**config.mk**
```make
export PLATFORM = sky130hd
export DESIGN_NAME = mul_seq_ctrl
export DESIGN_NICKNAME = d
export VERILOG_FILES = /design/src/rtl/mul_seq_ctrl.sv
export SDC_FILE = /design/constraint.sdc
export NUM_CORES = 1
export LEC_CHECK = 0
export BUFFER_PORTS_ARGS = -buffer_cell sky130_fd_sc_hd__clkbuf_2
export CAP_MARGIN = 15
export CORE_MARGIN = 5
export CORE_UTILIZATION = 25
export CTS_CLUSTER_SIZE = 14
export DETAILED_ROUTE_END_ITERATION = 10
export PLACE_DENSITY_LB_ADDON = 0.12
export SLEW_MARGIN = 20
export SYNTH_ARGS = -nofsm -noshare
export SYNTH_HDL_FRONTEND = slang
export SYNTH_SLANG_ARGS = --single-unit
```
**constraint.sdc**
```tcl
create_clock -name clk -period 6.4 [get_ports clk]
set_input_delay 0.64 -clock clk [delete_from_list [all_inputs] [get_ports clk]]
set_output_delay 0.64 -clock clk [all_outputs]
set_load 0.02 [all_outputs]
```
**src/rtl/mul_seq_ctrl.sv**
```systemverilog
// Sequencing controller for the EX-stage combinational array multiplier.
// It registers the operands and holds mul_en through a settle window, then
// captures the signed product and corrects the high word for the unsigned
// forms. A one-entry product cache lets a MULH/MUL pair on the same operands
// finish in a single cycle.
//
// state   | meaning
// --------+---------------------------------------------------------------
// IDLE    | waiting for start; a cache hit jumps straight to DONE
// SETTLE  | multiplier enabled, counting the settle window, waiting mul_done
// CORRECT | capture product into the cache, form the corrected word
// DONE    | result_valid strobe for one cycle, then back to IDLE
module mul_seq_ctrl #(
  parameter int DATA_WIDTH    = 32,
  parameter int SETTLE_CYCLES = 4
) (
  input  logic                    clk,
  input  logic                    rst,
  input  logic                    flush,
  input  logic                    start,
  input  logic [1:0]              funct,
  input  logic [DATA_WIDTH-1:0]   op1,
  input  logic [DATA_WIDTH-1:0]   op2,
  output logic                    stall_req,
  output logic                    result_valid,
  output logic [DATA_WIDTH-1:0]   result,
  output logic                    mul_en,
  output logic [DATA_WIDTH-1:0]   mul_op1,
  output logic [DATA_WIDTH-1:0]   mul_op2,
  input  logic                    mul_done,
  input  logic [2*DATA_WIDTH-1:0] mul_result
);

  typedef enum logic [1:0] {
    IDLE    = 2'd0,
    SETTLE  = 2'd1,
    CORRECT = 2'd2,
    DONE    = 2'd3
  } state_t;

  // The counter saturates here, so a late mul_done just holds the count.
  localparam logic [3:0] CNT_LAST = 4'(SETTLE_CYCLES - 1);

  state_t                  state;
  state_t                  state_nxt;
  logic [3:0]              counter;
  logic [1:0]              funct_q;
  logic [2*DATA_WIDTH-1:0] cache_p;
  logic [DATA_WIDTH-1:0]   cache_a;
  logic [DATA_WIDTH-1:0]   cache_b;
  logic                    cache_valid;
  logic                    cache_hit;

  // The multiplier always forms the signed x signed product. The unsigned
  // high words are recovered by adding back whichever operand was treated
  // as negative; the result wraps modulo 2^DATA_WIDTH and carries are dropped.
  function automatic logic [DATA_WIDTH-1:0] sel_word(
    input logic [1:0]              f,
    input logic [2*DATA_WIDTH-1:0] p,
    input logic [DATA_WIDTH-1:0]   a,
    input logic [DATA_WIDTH-1:0]   b
  );
    logic [DATA_WIDTH-1:0] hi;
    logic [DATA_WIDTH-1:0] add_a;
    logic [DATA_WIDTH-1:0] add_b;
    hi    = p[2*DATA_WIDTH-1:DATA_WIDTH];
    add_a = b[DATA_WIDTH-1] ? a : '0;
    add_b = a[DATA_WIDTH-1] ? b : '0;
    case (f)
      2'b10:   hi = hi + add_a;
      2'b11:   hi = hi + add_a + add_b;
      default: hi = hi;
    endcase
    return (f == 2'b00) ? p[DATA_WIDTH-1:0] : hi;
  endfunction

  assign cache_hit    = cache_valid && (op1 == cache_a) && (op2 == cache_b);
  assign result_valid = (state == DONE);

  // Next-state decode plus the stall and multiplier-enable outputs.
  always_comb begin
    state_nxt = state;
    stall_req = 1'b0;
    mul_en    = 1'b0;
    case (state)
      IDLE: begin
        stall_req = start;
        if (start) begin
          state_nxt = cache_hit ? DONE : SETTLE;
        end
      end
      SETTLE: begin
        mul_en    = 1'b1;
        stall_req = 1'b1;
        if ((counter == CNT_LAST) && mul_done) begin
          state_nxt = CORRECT;
        end
      end
      CORRECT: begin
        mul_en    = 1'b1;
        stall_req = 1'b1;
        state_nxt = DONE;
      end
      DONE: begin
        state_nxt = IDLE;
      end
      default: begin
        state_nxt = IDLE;
      end
    endcase
    if (flush) begin
      state_nxt = IDLE;
    end
  end

  // State register.
  always_ff @(posedge clk) begin
    if (rst) begin
      state <= IDLE;
    end else begin
      state <= state_nxt;
    end
  end

  // Operand capture, settle counter, product cache and result register.
  always_ff @(posedge clk) begin
    if (rst) begin
      counter     <= '0;
      funct_q     <= '0;
      mul_op1     <= '0;
      mul_op2     <= '0;
      result      <= '0;
      cache_p     <= '0;
      cache_a     <= '0;
      cache_b     <= '0;
      cache_valid <= 1'b0;
    end else begin
      case (state)
        IDLE: begin
          if (start && !flush) begin
            if (cache_hit) begin
              result <= sel_word(funct, cache_p, op1, op2);
            end else begin
              mul_op1 <= op1;
              mul_op2 <= op2;
              funct_q <= funct;
              counter <= '0;
            end
          end
        end
        SETTLE: begin
          if (counter != CNT_LAST) begin
            counter <= counter + 4'd1;
          end
        end
        CORRECT: begin
          // The product is already correct here, so the cache is filled
          // even if this operation is being flushed.
          cache_p     <= mul_result;
          cache_a     <= mul_op1;
          cache_b     <= mul_op2;
          cache_valid <= 1'b1;
          if (!flush) begin
            result <= sel_word(funct_q, mul_result, mul_op1, mul_op2);
          end
        end
        default: begin
        end
      endcase
    end
  end

endmodule

```
# Word-level counts from Yosys, hierarchy flattened
# Index checks and enable logic that the tools add are counted.
dict set report totals {
  regBits 233
  inputBits 135
  out_inout_bits 99
}
dict set report classes {
  n_bitwise 1
  reduce_logical 16
  n_addsub 5
  n_mux 22
  n_eq_ne 18
}
# op count
set op_table {}
lappend op_table {{$mux W32} 9}
lappend op_table {{$pmux W32 S2} 3}
lappend op_table {{$add A32 B32 Y32} 4}
lappend op_table {{$eq A32 B32 Y1} 2}
lappend op_table {{$ne A2 B2 Y1 const B} 7}
lappend op_table {{$eq A2 B2 Y1 const B} 6}
lappend op_table {{$mux W4} 3}
lappend op_table {{$pmux W2 S4} 1}
lappend op_table {{$pmux W4 S2} 1}
lappend op_table {{$reduce_and A4 Y1} 2}
lappend op_table {{$logic_not A2 Y1} 3}
lappend op_table {{$mux W2} 3}
lappend op_table {{$add A4 B1 Y4 const B} 1}
lappend op_table {{$eq A4 B2 Y1 const B} 1}
lappend op_table {{$logic_and A1 B1 Y1} 4}
lappend op_table {{$ne A4 B2 Y1 const B} 1}
lappend op_table {{$reduce_bool A2 Y1} 2}
lappend op_table {{$reduce_or A2 Y1} 2}
lappend op_table {{$reduce_and A3 Y1} 1}
lappend op_table {{$eq A2 B1 Y1 const B} 1}
lappend op_table {{$pmux W1 S2} 1}
lappend op_table {{$reduce_and A2 Y1} 1}
lappend op_table {{$logic_not A1 Y1} 1}
lappend op_table {{$mux W1} 1}
lappend op_table {{$not A1 Y1} 1}

# Logic depth before layout (Yosys ltp)
# Gate-level depths: netlist of the first run.
dict set report logic_depth {
  word_depth 8
  ltp_mapped 24
  ltp_nobuf 23
}

# Worst setup path after synthesis of the first run
# No wires, ideal clock.
dict set report synth_timing {
  path_type {input port to flip-flop}
  from {input port op2[31]}
  to {register result[26]}
  setup_ns 0.116
  cell_stages 21
  slack_ns 1.356
  arrival_ns 4.928
  cell_sequence {clkbuf_1 -> and2_1 -> ha_1 -> inv_1 -> fa_1 -> nor2b_1 -> o21ai_0 -> a21o_1 -> a211oi_1 -> nor3_1 -> o21ai_0 -> xnor2_1 -> inv_1 -> ha_1 -> clkbuf_1 -> nand3_1 -> o31ai_1 -> a41oi_1 -> xnor2_1 -> mux4_2 -> a31o_2}
}
dict set report synth_via {
  elab_chain_len 8
  word_cells_on_any_way 12
  cone_classes {2 x add/sub; 2 x eq/ne; 6 x mux; 2 x reduce/logical}
}
# element line
set synth_lines {}
lappend synth_lines {{start, declared} 23} ;# input logic [DATA_WIDTH-1:0] op2,
lappend synth_lines {{$mux W32} 67} ;# add_a = b[DATA_WIDTH-1] ? a : '0;
lappend synth_lines {{$add A32 B32 Y32} {70, 71}}
lappend synth_lines {{$add A32 B32 Y32} 71} ;# 2'b11: hi = hi + add_a + add_b;
lappend synth_lines {{$pmux W32 S2} 69} ;# case (f)
lappend synth_lines {{$mux W32} 74} ;# return (f == 2'b00) ? p[DATA_WIDTH-1:0] : hi;
lappend synth_lines {{$mux W32} 141} ;# if (cache_hit) begin
lappend synth_lines {{$mux W32} 140} ;# if (start && !flush) begin
lappend synth_lines {{$pmux W32 S2} 138} ;# case (state)
lappend synth_lines {{end signal, assigned} 142} ;# result <= sel_word(funct, cache_p, op1, op2);
lappend synth_lines {{end signal, assigned} 164} ;# result <= sel_word(funct_q, mul_result, mul_op1, mul_op2);
lappend synth_lines {{end, declared} 26} ;# output logic [DATA_WIDTH-1:0] result,
# Parallel ways exist; a longest one is shown, timed or not. The select of a mux whose other input is x is not followed.
# A chain may end at the register's enable or synchronous reset.

# Worst setup path after layout of the first run
dict set report layout_timing {
  from {register mul_op2[31]}
  to {register result[26]}
}
dict set report layout_via {
  elab_chain_len 7
}
# element line
set layout_lines {}
lappend layout_lines {{start, declared} 29} ;# output logic [DATA_WIDTH-1:0] mul_op2,
lappend layout_lines {{start signal, assigned} 145} ;# mul_op2 <= op2;
lappend layout_lines {{$mux W32 (*)} 67}
lappend layout_lines {{$add A32 B32 Y32 (*)} {70, 71}}
lappend layout_lines {{$add A32 B32 Y32} 71}
lappend layout_lines {{$pmux W32 S2 (*)} 69}
lappend layout_lines {{$mux W32 (*)} 74}
lappend layout_lines {{$mux W32 (*)} 163} ;# if (!flush) begin
lappend layout_lines {{$pmux W32 S2 (*)} 138}
# Mark *: on every way between the ends. The rest lies on a longest branch, timed or not. The select of a mux whose other input is x is not followed.

==> results.md, run 1 <==
* RSZ-0062 raised after global routing: no
* Rows at approximately 100
* Vias in the first global route at approximately 17,000
* Hold Path Sink: cache_p[25]
* Post-synth EDFFs at 0
* Rel. slew slack at 0.366
* Worst EP required at a little under 7 ns
* Setup TNS Final at 0 ns
* CP arrival at 6.41 ns
* Cell Area, Synth at 0.0183 mm2
* Max Cap Violations at 0
* Largest family of logic cells by synthesized area: simple AND/OR/NAND/NOR gates
* Launching point of the worst reg2reg path: mul_op2[31]
* Clk_skew at 0.0162 ns
* Pwr per Cell Area at ~200 mW/mm2
* Clock root buffer: clkbuf_16
* Slew @ Worst Pin at approximately 0.95 ns
* Setup Crit Path Kind: register to register
* # IOs at approximately 230
* Slew Viols, Final at 0
* R2R setup slack at between 0.5 and 0.6 ns
* Clock-pin slew on the worst setup and hold paths at 0.07 ns
* Placer congestion estimate at between 0.9 and 1
* DRT iter0 DRCs at approximately 1,300
* VDD IR max at just under 0.0002 V
* Vias per Instance at slightly above 5
* Worst Hold Slack at approximately 0.3 ns
* Worst Hold Launch: mul_result[25]
* Adder-cell share of the synthesized area at 0.0955
* Mapped Nets at roughly 2,400
* DRC violations left at 0
* Mux cell area share after synthesis at 0.174
* P&R area growth vs syn at 17.1%
* Synth Area in Compound Gates at 0.173
* Yosys top cell area share at 0.255
* Fraction of layout cells with a size suffix above 1 at 0.157
* Main area contributors after synthesis: dfxtp_1 (26%), mux2i_1 (12%), ha_1 (9.1%)
* DP Wirelength at 65.8 mm
* Count leader, synth: nor2_1
* Filler cells at slightly below 8,000
* R2r worst-path depth at 22
* Post-route minimum period at about 5.9 ns
* Final worst path period share at 0.916
* Postcts setup bufs at 0
* Hold-fix buffers, CTS at 0
* Ys Warns at 0
* Syn avg cell area at about 8.4 um2
* TritonCTS sink count at about 230
* DRT Pass-1 Iters at 5
* Clock latency on the worst-skew pair at ~0.60 ns
* GRT overflow at 0
* Initial core utilization at 0.251
* Nets at 2,613
* Port bufs at between 200 and 250
* Synth Register Bits at roughly 230
* CP Max Fanout at 34
* Vias at 17,000
* Total CTS buffers at 31
* Leak at 9.17 nW
* Simple-gate share of the synthesized area at 0.192
* Die Wd at between 200 and 300 um
* CTS tree: yes
* Fmax at 171 MHz
* Yosys cell types at 80
* Cells after Synth at about 2,200
* Outcome: complete, no violations
* Initial antenna violation count at 6
* First-pass GRT wire length at 117 mm
* Die area at just under 0.08 mm2
* Die Y at between 200 and 300 um
* Post-CTS resize count at 0
* Xor/xnor share of the synthesized area at 0.0748
* CTS max path bufs at 3
* WL final at slightly above 80 mm
* Cell taking the most area after synthesis: dfxtp_1
* Register area share after synthesis at 0.255
* Reg-to-reg endpoint: result[26]
* Final hold vios at 0
* Final setup viols at 0
* Synth async-reset ratio at 0
* Hold Path Class: primary input to register
* Largest net degree at the start of global routing at 92
* Ys flop type: dfxtp_1
* Commonest cells in the netlist: nor2_1 (305), dfxtp_1 (233), mux2i_1 (227), ha_1 (133), and2_1 (128)
* ANT nets after route at 0
* Htree depth at 1
* DR WL/cell at roughly 24 um
* GRT Overall Usage at 0.198
* CP startpoint kind: register
* Core Area at 0.0727 mm2
* Hold path depth at 3
* CP Capture Type: register
metal layers:
layer | up-vias | GRT usage | wire, um
met4 | 0 | 0.0353 | 1370
met5 | - | 0 | 0
met2 | 470 | 0.306 | 35400
li1 | 8157 | - | -
met3 | 60 | 0.0256 | 4050
met1 | 8310 | 0.298 | 40300
cells in the final DEF (no fill, tap or decap), types with 11 or more instances in the layout:
cell type  count
o22ai_1       11
mux2i_1      227
nand3_1       32
ha_1         132
nor4_1        16
a211oi_1      27
clkbuf_16     31
nor2b_1       25
and2_1       128
a21o_1        54
mux4_2        37
a21oi_1      123
buf_4         26
nand2_1      113
clkbuf_2     232
o21a_1        21
o21ai_0       65
nor2_1       305
dfxtp_1      232
o31ai_1       12
xor2_1        83
xnor2_1       73
nand4_1       20
inv_1         60
a31oi_1       26
nor3_1        24
and3_1        11
a311oi_1      14
o21bai_1      13
nand2b_1      21
kinds of logic (layout without fill, tap and decap cells):
logic type / Yosys count / count (layout)
adders and majority gates: 137 / 137
other: 0 / 3
buffers and inverters: 175 / 376
DFF: 233 / 233
AOI/OAI and AO/OA: 462 / 462
xor gates and xnor gates: 156 / 156
and+or+nand+nor: 730 / 730
muxes: 270 / 270
flip-flops by register name (all words and copies together) (netlist names):
| signal | count |
|---|---|
| cache_a | 32 |
| cache_b | 32 |
| cache_p | 64 |
| cache_valid | 1 |
| counter | 4 |
| funct_q | 2 |
| mul_op1 | 32 |
| mul_op2 | 32 |
| result | 32 |
| state | 2 |
worst max-delay path: stages (launching register included):
cell and delay (ns):
dfxtp_1 0.32, buf_4 0.31, and2_1 0.21, ha_1 0.27
nor2b_1 0.16, o31a_1 0.31, o41ai_4 0.41, o211ai_2 0.18
a211oi_2 0.43, o21bai_1 0.10, a21oi_1 0.18, xnor2_1 0.14
ha_1 0.43, and3_1 0.26, nand3_1 0.15, nor3_1 0.21
o21ai_0 0.21, a31oi_1 0.29, a31oi_1 0.14, xor2_1 0.19
a221o_1 0.37, o21ai_0 0.36, a31o_2 0.16
stage by stage:
stage | setup WS [ns] | instances | power [mW] | cell area [um2] | util
6_report | 0.537 | 3326 | 4.24 | 21400 | 0.294
5_1_grt | 0.255 | 3324 | 4.44 | 21400 | 0.294
4_1_cts | 0.592 | 3323 | 4.29 | 21400 | 0.294
3_5_place_dp | 0.325 | 3267 | 2.59 | 20400 | 0.281
3_3_place_gp | 0.297 | 3267 | 2.59 | 20400 | 0.281
2_1_floorplan | 1.36 | 2163 | 2.21 | 18300 | -
worst max path at each step:
stage | endpoint | slack, ns | cells past startpoint | from
after floorplan | result[26] | 1.36 | 21 | op2[31]
after global placement | result[31] | 0.30 | 23 | op2[31]
after detailed placement | result[31] | 0.33 | 23 | op2[31]
after CTS | result[26] | 0.59 | 22 | mul_op2[31]
after global routing | result[23] | 0.25 | 22 | mul_op2[31]
final | result[26] | 0.54 | 22 | mul_op2[31]
power breakdown:
part / switching, mW / leakage (nW) / internal, mW
Combinational: 0.632 / 6.81 / 0.379
Clock: 0.716 / 0.469 / 0.958
Sequential: 0.0606 / 1.89 / 1.50
cell type report:
| cell class | count | area, um2 | share of cell area |
|---|---|---|---|
| antenna | 3 | 7.51 | 0.000351 |
| clock buffer | 46 | 892 | 0.0417 |
| multi-input combinational | 1755 | 13000 | 0.606 |
| inverter | 61 | 229 | 0.0107 |
| tap | 959 | 1200 | 0.0561 |
| timing repair buffer | 259 | 1370 | 0.0640 |
| sequential | 233 | 4670 | 0.218 |
| clock inverter | 10 | 66.3 | 0.00310 |
Note: power is estimated with default switching activity, not from simulation.
==> inputs of run 2 (changes only) <==
--- a/config.mk
+++ b/config.mk
@@ -5,7 +5,7 @@
 export SDC_FILE = /design/constraint.sdc
 export NUM_CORES = 1
 export LEC_CHECK = 0
-export BUFFER_PORTS_ARGS = -buffer_cell sky130_fd_sc_hd__clkbuf_2
+export BUFFER_PORTS_ARGS = -buffer_cell sky130_fd_sc_hd__buf_4
 export CAP_MARGIN = 15
 export CORE_MARGIN = 5
 export CORE_UTILIZATION = 25
==> results.md, run 2 (synthesis gave the netlist of run 1 again) <==
* CTS tree: yes (unchanged)
* CP arrival at 6.09 ns (was 6.41 ns)
* Setup WS post-layout at 0.771 ns (was 0.537 ns)
* Setup TNS Final at 0 ns (unchanged)
* Worst EP required at 6.86 ns (was 6.95 ns)
* Initial core utilization at 0.251 (unchanged)
* Vias at 17,000 (about the same)
* Port bufs at 233 (unchanged)
* TritonCTS sink count at 233 (unchanged)
* DR WL/cell at 24.5 um (was 24.4 um)
* P&R area growth vs syn at 20.6% (was 17.1%)
* Leak at 9.37 nW (was 9.17 nW)
* Htree depth at 1 (unchanged)
* Nets at 2,615 (was 2,613)
* CP Max Fanout at 10 (was 34)
* Clk_skew at 0.0191 ns (was 0.0162 ns)
* Cells after DPL at 3,269 (was 3,267)
* Commonest non-fill, non-tap cells in the layout: nor2_1 (305), buf_4 (260), dfxtp_1 (232) (was nor2_1 (305), dfxtp_1 (232), clkbuf_2 (232))
* Final hold vios at 0 (unchanged)
* DRC violations left at 0 (unchanged)
* Largest net degree at the start of global routing at 99 (was 92)
* Postcts setup bufs at 0 (unchanged)
* Die Wd at 280 um (unchanged)
* Setup WS pre-CTS at 0.405 ns (was 0.325 ns)
* DRT iter0 DRCs at 1,366 (was 1,307)
* Max Cap Violations at 0 (unchanged)
* Filler cells at 7,755 (was 7,824)
* GRT Overall Usage at 0.199 (was 0.198)
* Tot Pwr at 4.35 mW (was 4.24 mW)
* Fraction of layout cells with a size suffix above 1 at 0.160 (was 0.157)
* Slew @ Worst Pin at 1.18 ns (was 0.951 ns)
* Initial antenna violation count at 4 (was 6)
* CP max stage delay at 0.43 ns (about the same)
* Register area at 0.00467 mm2 (unchanged)
* First-pass GRT wire length at 117 mm (about the same)
* # IOs at 234 (unchanged)
* Total CTS buffers at 31 (unchanged)
* Post-route minimum period at 5.63 ns (was 5.86 ns)
* Final setup viols at 0 (unchanged)
* DRT Pass-1 Iters at 6 (was 5)
* Clock-pin slew on the worst setup and hold paths at 0.06 ns (was 0.07 ns)
* Area of the multi-input gates at 0.0130 mm2 (unchanged)
* Placer congestion estimate at 0.937 (was 0.915)
* Final worst path period share at 0.880 (was 0.916)
* CTS max path bufs at 3 (unchanged)
* Rows at 99 (unchanged)
* Slew Viols, Final at 0 (unchanged)
* Fmax at 178 MHz (was 171 MHz)
* Hold Path Class: primary input to register (unchanged)
* Non-filler cells, final at 3,329 (was 3,326)
* Core Area at 0.0727 mm2 (unchanged)
* Hold-fix buffers, CTS at 0 (unchanged)
* DP Wirelength at 65.6 mm (was 65.8 mm)
* Leading cell type in the layout, fill and taps excluded: nor2_1 (unchanged)
* Outcome: complete, no violations (unchanged)
* Pwr per Cell Area at 197 mW/mm2 (was 198 mW/mm2)
* Clock latency on the worst-skew pair at 0.61 ns (was 0.60 ns)
* Die Y at 280 um (unchanged)
* ANT nets after route at 0 (unchanged)
* Clock root buffer: clkbuf_16 (unchanged)
* Crit path cell chain: buf_4, and2_1, ha_1, nor2b_1, o31a_1, o41ai_4, o211ai_2, a211oi_2, o21bai_1, a21oi_1, xnor2_1, ha_1, and3_1, a311o_1, a31o_2, a31oi_1, o21ai_0, xor2_1, o221ai_1, o41ai_1 (was buf_4, and2_1, ha_1, nor2b_1, o31a_1, o41ai_4, o211ai_2, a211oi_2, o21bai_1, a21oi_1, xnor2_1, ha_1, and3_1, nand3_1, nor3_1, o21ai_0, a31oi_1, a31oi_1, xor2_1, a221o_1, o21ai_0, a31o_2)
* Die area at 0.0786 mm2 (unchanged)
* Most used cell along the critical path: ha_1
* RSZ-0062 raised after global routing: no (unchanged)
* Reg with most FFs: cache_p (unchanged)
* Vias per Instance at 5.12 (was 5.11)
* Vias in the first global route at 16,700 (was 16,800)
* GRT overflow at 0 (unchanged)
* WL final at 81.7 mm (was 81.2 mm)
* Slowest cell on crit path: a211oi_2 (unchanged)
* Setup Crit Path Kind: register to register (unchanged)
* VDD IR max at 0.000225 V (was 0.000198 V)
* Largest register FFs at 64 (unchanged)
* CP startpoint kind: register (unchanged)
* Post-CTS resize count at 0 (unchanged)
* Rel. slew slack at 0.213 (was 0.366)
* CP Capture Type: register (unchanged)
==> run 2: changes by cell type in the layout (fill, tap and decap cells not counted), sizes merged <==
cell    previous run  this run
buf               26       260
clkbuf           279        45
clkinv             5         9
diode              3         2
==> run 2: critical path: cells and delay by family, from the launching register on <==
kind,cells,cell delay [ns]
buf+inv,1,0.18
fa+ha+maj,2,0.67
simple gates,3,0.65
xor+xnor,2,0.38
flops,1,0.37
compound gates,12,3.24
==> run 2: final cells by class <==
cell class | count | share of cell area
multi-input cells | 1755 | 0.589
flip-flops and latches | 233 | 0.212
repair buffers | 261 | 0.0893
well taps | 959 | 0.0545
clock buffers | 44 | 0.0411
inverters | 61 | 0.0104
clock inverters | 14 | 0.00409
diodes | 2 | 0.000227
==> run 2: final timing paths <==
| kind | startpoint | to | slack (ns) | cells past startpoint |
|---|---|---|---|---|
| worst min-delay path | flush | state[1] | 0.27 | 2 |
| worst max-delay path | mul_op2[31] | result[29] | 0.77 | 20 |
| worst min register to register | cache_valid | cache_valid | 0.47 | 2 |
| worst max register to register | mul_op2[31] | result[29] | 0.77 | 20 |
==> run 2: metrics by stage <==
step	hold slack, ns	cell area (um2)	util
6_report	0.271	22000	0.303
5_1_grt	0.263	22000	0.303
4_1_cts	0.240	22000	0.303
3_5_place_dp	0.455	21000	0.289
3_3_place_gp	0.448	21000	0.289
2_1_floorplan	0.434	18300	-
==> run 2: per-layer routing <==
layer | up-vias | wire (um) | global-route usage
met3 | 80 | 3940 | 0.0234
met1 | 8314 | 40500 | 0.298
met2 | 480 | 35300 | 0.307
li1 | 8157 | - | -
met4 | 0 | 1940 | 0.0433
met5 | - | 0 | 0
==> run 2: report_power, final <==
group / internal, mW / total, mW / switching (mW)
combinational: 0.419 / 1.05 / 0.632
clock: 0.982 / 1.74 / 0.756
sequential: 1.50 / 1.56 / 0.0597
total: 2.90 / 4.35 / 1.45
==> inputs of run 3 (changes only) <==
--- a/config.mk
+++ b/config.mk
@@ -8,7 +8,7 @@
 export BUFFER_PORTS_ARGS = -buffer_cell sky130_fd_sc_hd__buf_4
 export CAP_MARGIN = 15
 export CORE_MARGIN = 5
-export CORE_UTILIZATION = 25
+export CORE_UTILIZATION = 60
 export CTS_CLUSTER_SIZE = 14
 export DETAILED_ROUTE_END_ITERATION = 10
 export PLACE_DENSITY_LB_ADDON = 0.12
==> results.md, run 3 (synthesis gave the netlist of run 1 again) <==
* Htree depth at 1 (unchanged)
* Clock-pin slew on the worst setup and hold paths at 0.06 ns (about the same)
* Pwr per Cell Area at 196 mW/mm2 (was 197 mW/mm2)
* Outcome: complete, no violations (unchanged)
* Largest net degree at the start of global routing at 111 (was 99)
* Hold Path Class: primary input to register (unchanged)
* Leak at 9.24 nW (was 9.37 nW)
* Vias per Instance at 6.49 (was 5.12)
* WL final at 65.9 mm (was 81.7 mm)
* GRT overflow at 0 (unchanged)
* Filler cells at 2,323 (was 7,755)
* Slew @ Worst Pin at 1.06 ns (was 1.18 ns)
* CP max stage delay at 0.51 ns (was 0.43 ns)
* Commonest non-fill, non-tap cells in the layout: nor2_1 (305), buf_4 (247), dfxtp_1 (232) (was nor2_1 (305), buf_4 (260), dfxtp_1 (232))
* Slew Viols, Final at 0 (unchanged)
* Sw frac at 0.318 (was 0.333)
* Final setup viols at 0 (unchanged)
* Clock latency on the worst-skew pair at 0.56 ns (was 0.61 ns)
* Flop pwr share at 0.376 (was 0.358)
* Nets at 2,598 (was 2,615)
* DRT iter0 DRCs at 2,210 (was 1,366)
* CTS max path bufs at 3 (unchanged)
* Port bufs at 233 (unchanged)
* Setup WS post-layout at 0.768 ns (was 0.771 ns)
* DRC violations left at 0 (unchanged)
* WP buf/inv at 1 (unchanged)
* Die Y at 184 um (was 280 um)
* Vias in the first global route at 16,500 (was 16,700)
* Vias at 17,800 (was 17,000)
* CP delay by family, top: compound AO/OA/AOI/OAI gates (unchanged)
* Clk_skew at 0.0216 ns (was 0.0191 ns)
* GRT Overall Usage at 0.372 (was 0.199)
* DR WL/cell at 24.1 um (was 24.5 um)
* Rel. slew slack at 0.291 (was 0.213)
* CP arrival at 6.13 ns (was 6.09 ns)
* Setup TNS Final at 0 ns (unchanged)
* Worst EP required at 6.89 ns (was 6.86 ns)
* Fraction of layout cells with a size suffix above 1 at 0.152 (was 0.160)
* Initial core utilization at 0.611 (was 0.251)
* CP Max Fanout at 30 (was 10)
* P_sw at 1.31 mW (was 1.45 mW)
* Max Cap Violations at 0 (unchanged)
* Clock power share at 0.377 (was 0.400)
* First-pass GRT wire length at 97.6 mm (was 117 mm)
* Cell Int Power at 2.81 mW (was 2.90 mW)
* CP startpoint kind: register (unchanged)
* Combinational Power Share at 0.247 (was 0.242)
* Die area at 0.0340 mm2 (was 0.0786 mm2)
* Slowest cell on crit path: o21ai_0 (was a211oi_2)
* DP Wirelength at 51.9 mm (was 65.6 mm)
* Crit path cell chain: buf_4, and2_1, ha_1, o21a_1, o31a_1, o41ai_4, o211ai_2, a211oi_2, o21bai_1, a21oi_1, xnor2_1, ha_1, and3_1, nand3_1, nor3_1, o21ai_0, a31oi_1, a31oi_1, xor2_1, a221o_1, o21ai_0, a31o_2 (was buf_4, and2_1, ha_1, nor2b_1, o31a_1, o41ai_4, o211ai_2, a211oi_2, o21bai_1, a21oi_1, xnor2_1, ha_1, and3_1, a311o_1, a31o_2, a31oi_1, o21ai_0, xor2_1, o221ai_1, o41ai_1)
* Leading cell type in the layout, fill and taps excluded: nor2_1 (unchanged)
* DRT Pass-1 Iters at 6 (unchanged)
* Largest register FFs at 64 (unchanged)
* Reg with most FFs: cache_p (unchanged)
* Clock root buffer: clkbuf_16 (unchanged)
* Total CTS buffers at 26 (was 31)
* TritonCTS sink count at 233 (unchanged)
* Die Wd at 184 um (was 280 um)
* RSZ-0062 raised after global routing: no (unchanged)
* Core Area at 0.0299 mm2 (was 0.0727 mm2)
* Setup Crit Path Kind: register to register (unchanged)
* Post-CTS resize count at 0 (unchanged)
* # IOs at 234 (unchanged)
* Postcts setup bufs at 0 (unchanged)
* Initial antenna violation count at 5 (was 4)
* Final hold vios at 0 (unchanged)
* Setup WS pre-CTS at 0.542 ns (was 0.405 ns)
* Post-route minimum period at 5.63 ns (about the same)
* CTS tree: yes (unchanged)
* VDD IR max at 0.000231 V (was 0.000225 V)
* Rows at 63 (was 99)
* Hold-fix buffers, CTS at 0 (unchanged)
* ANT nets after route at 0 (unchanged)
* CP Capture Type: register (unchanged)
* Fmax at 178 MHz (about the same)
* Final worst path period share at 0.880 (about the same)
* P&R area growth vs syn at 15.6% (was 20.6%)
* Placer congestion estimate at 1.02 (was 0.937)
-- run 3: cell type report --
class,count,area (um2),area share
clock inverter,12,139,0.00658
timing repair buffer,249,1880,0.0889
tap,390,488,0.0231
multi-input combinational,1755,13000,0.614
clock buffer,35,744,0.0353
inverter,61,229,0.0108
antenna,2,5.00,0.000237
sequential,233,4670,0.221
-- run 3: final timing paths --
kind,from,slack (ns),endpoint,depth (start not counted)
hold / removal,flush,0.31,state[0],2
setup reg to reg,mul_op2[31],0.77,result[26],22
hold reg to reg,cache_valid,0.47,cache_valid,2
setup / recovery,mul_op2[31],0.77,result[26],22
-- run 3: metrics by stage --
step | area, um2 | power (mW) | cells | hold WS, ns | util
2_1_floorplan | 18300 | 2.21 | 2163 | 0.434 | -
3_3_place_gp | 20200 | 2.54 | 2688 | 0.443 | 0.677
3_5_place_dp | 20200 | 2.56 | 2688 | 0.458 | 0.677
4_1_cts | 21100 | 4.10 | 2735 | 0.301 | 0.706
5_1_grt | 21100 | 4.26 | 2737 | 0.319 | 0.707
6_report | 21100 | 4.13 | 2737 | 0.313 | 0.707
-- run 3: routing by layer --
| metal | up-vias | wire (um) | track usage |
|---|---|---|---|
| li1 | 8107 | - | - |
| met1 | 8413 | 28400 | 0.569 |
| met5 | - | 35 | 0 |
| met2 | 1098 | 26400 | 0.519 |
| met4 | 4 | 2240 | 0.108 |
| met3 | 133 | 8870 | 0.0853 |
-- run 3: power groups by stage --
stage                     Combinational [mW]  Sequential, mW  Clock, mW
after floorplan                        0.623            1.59          0
after global placement                 0.966            1.58          0
after detailed placement               0.986            1.58          0
after CTS                              0.991            1.55       1.56
after global routing                    1.08            1.55       1.63
final                                   1.02            1.55       1.56
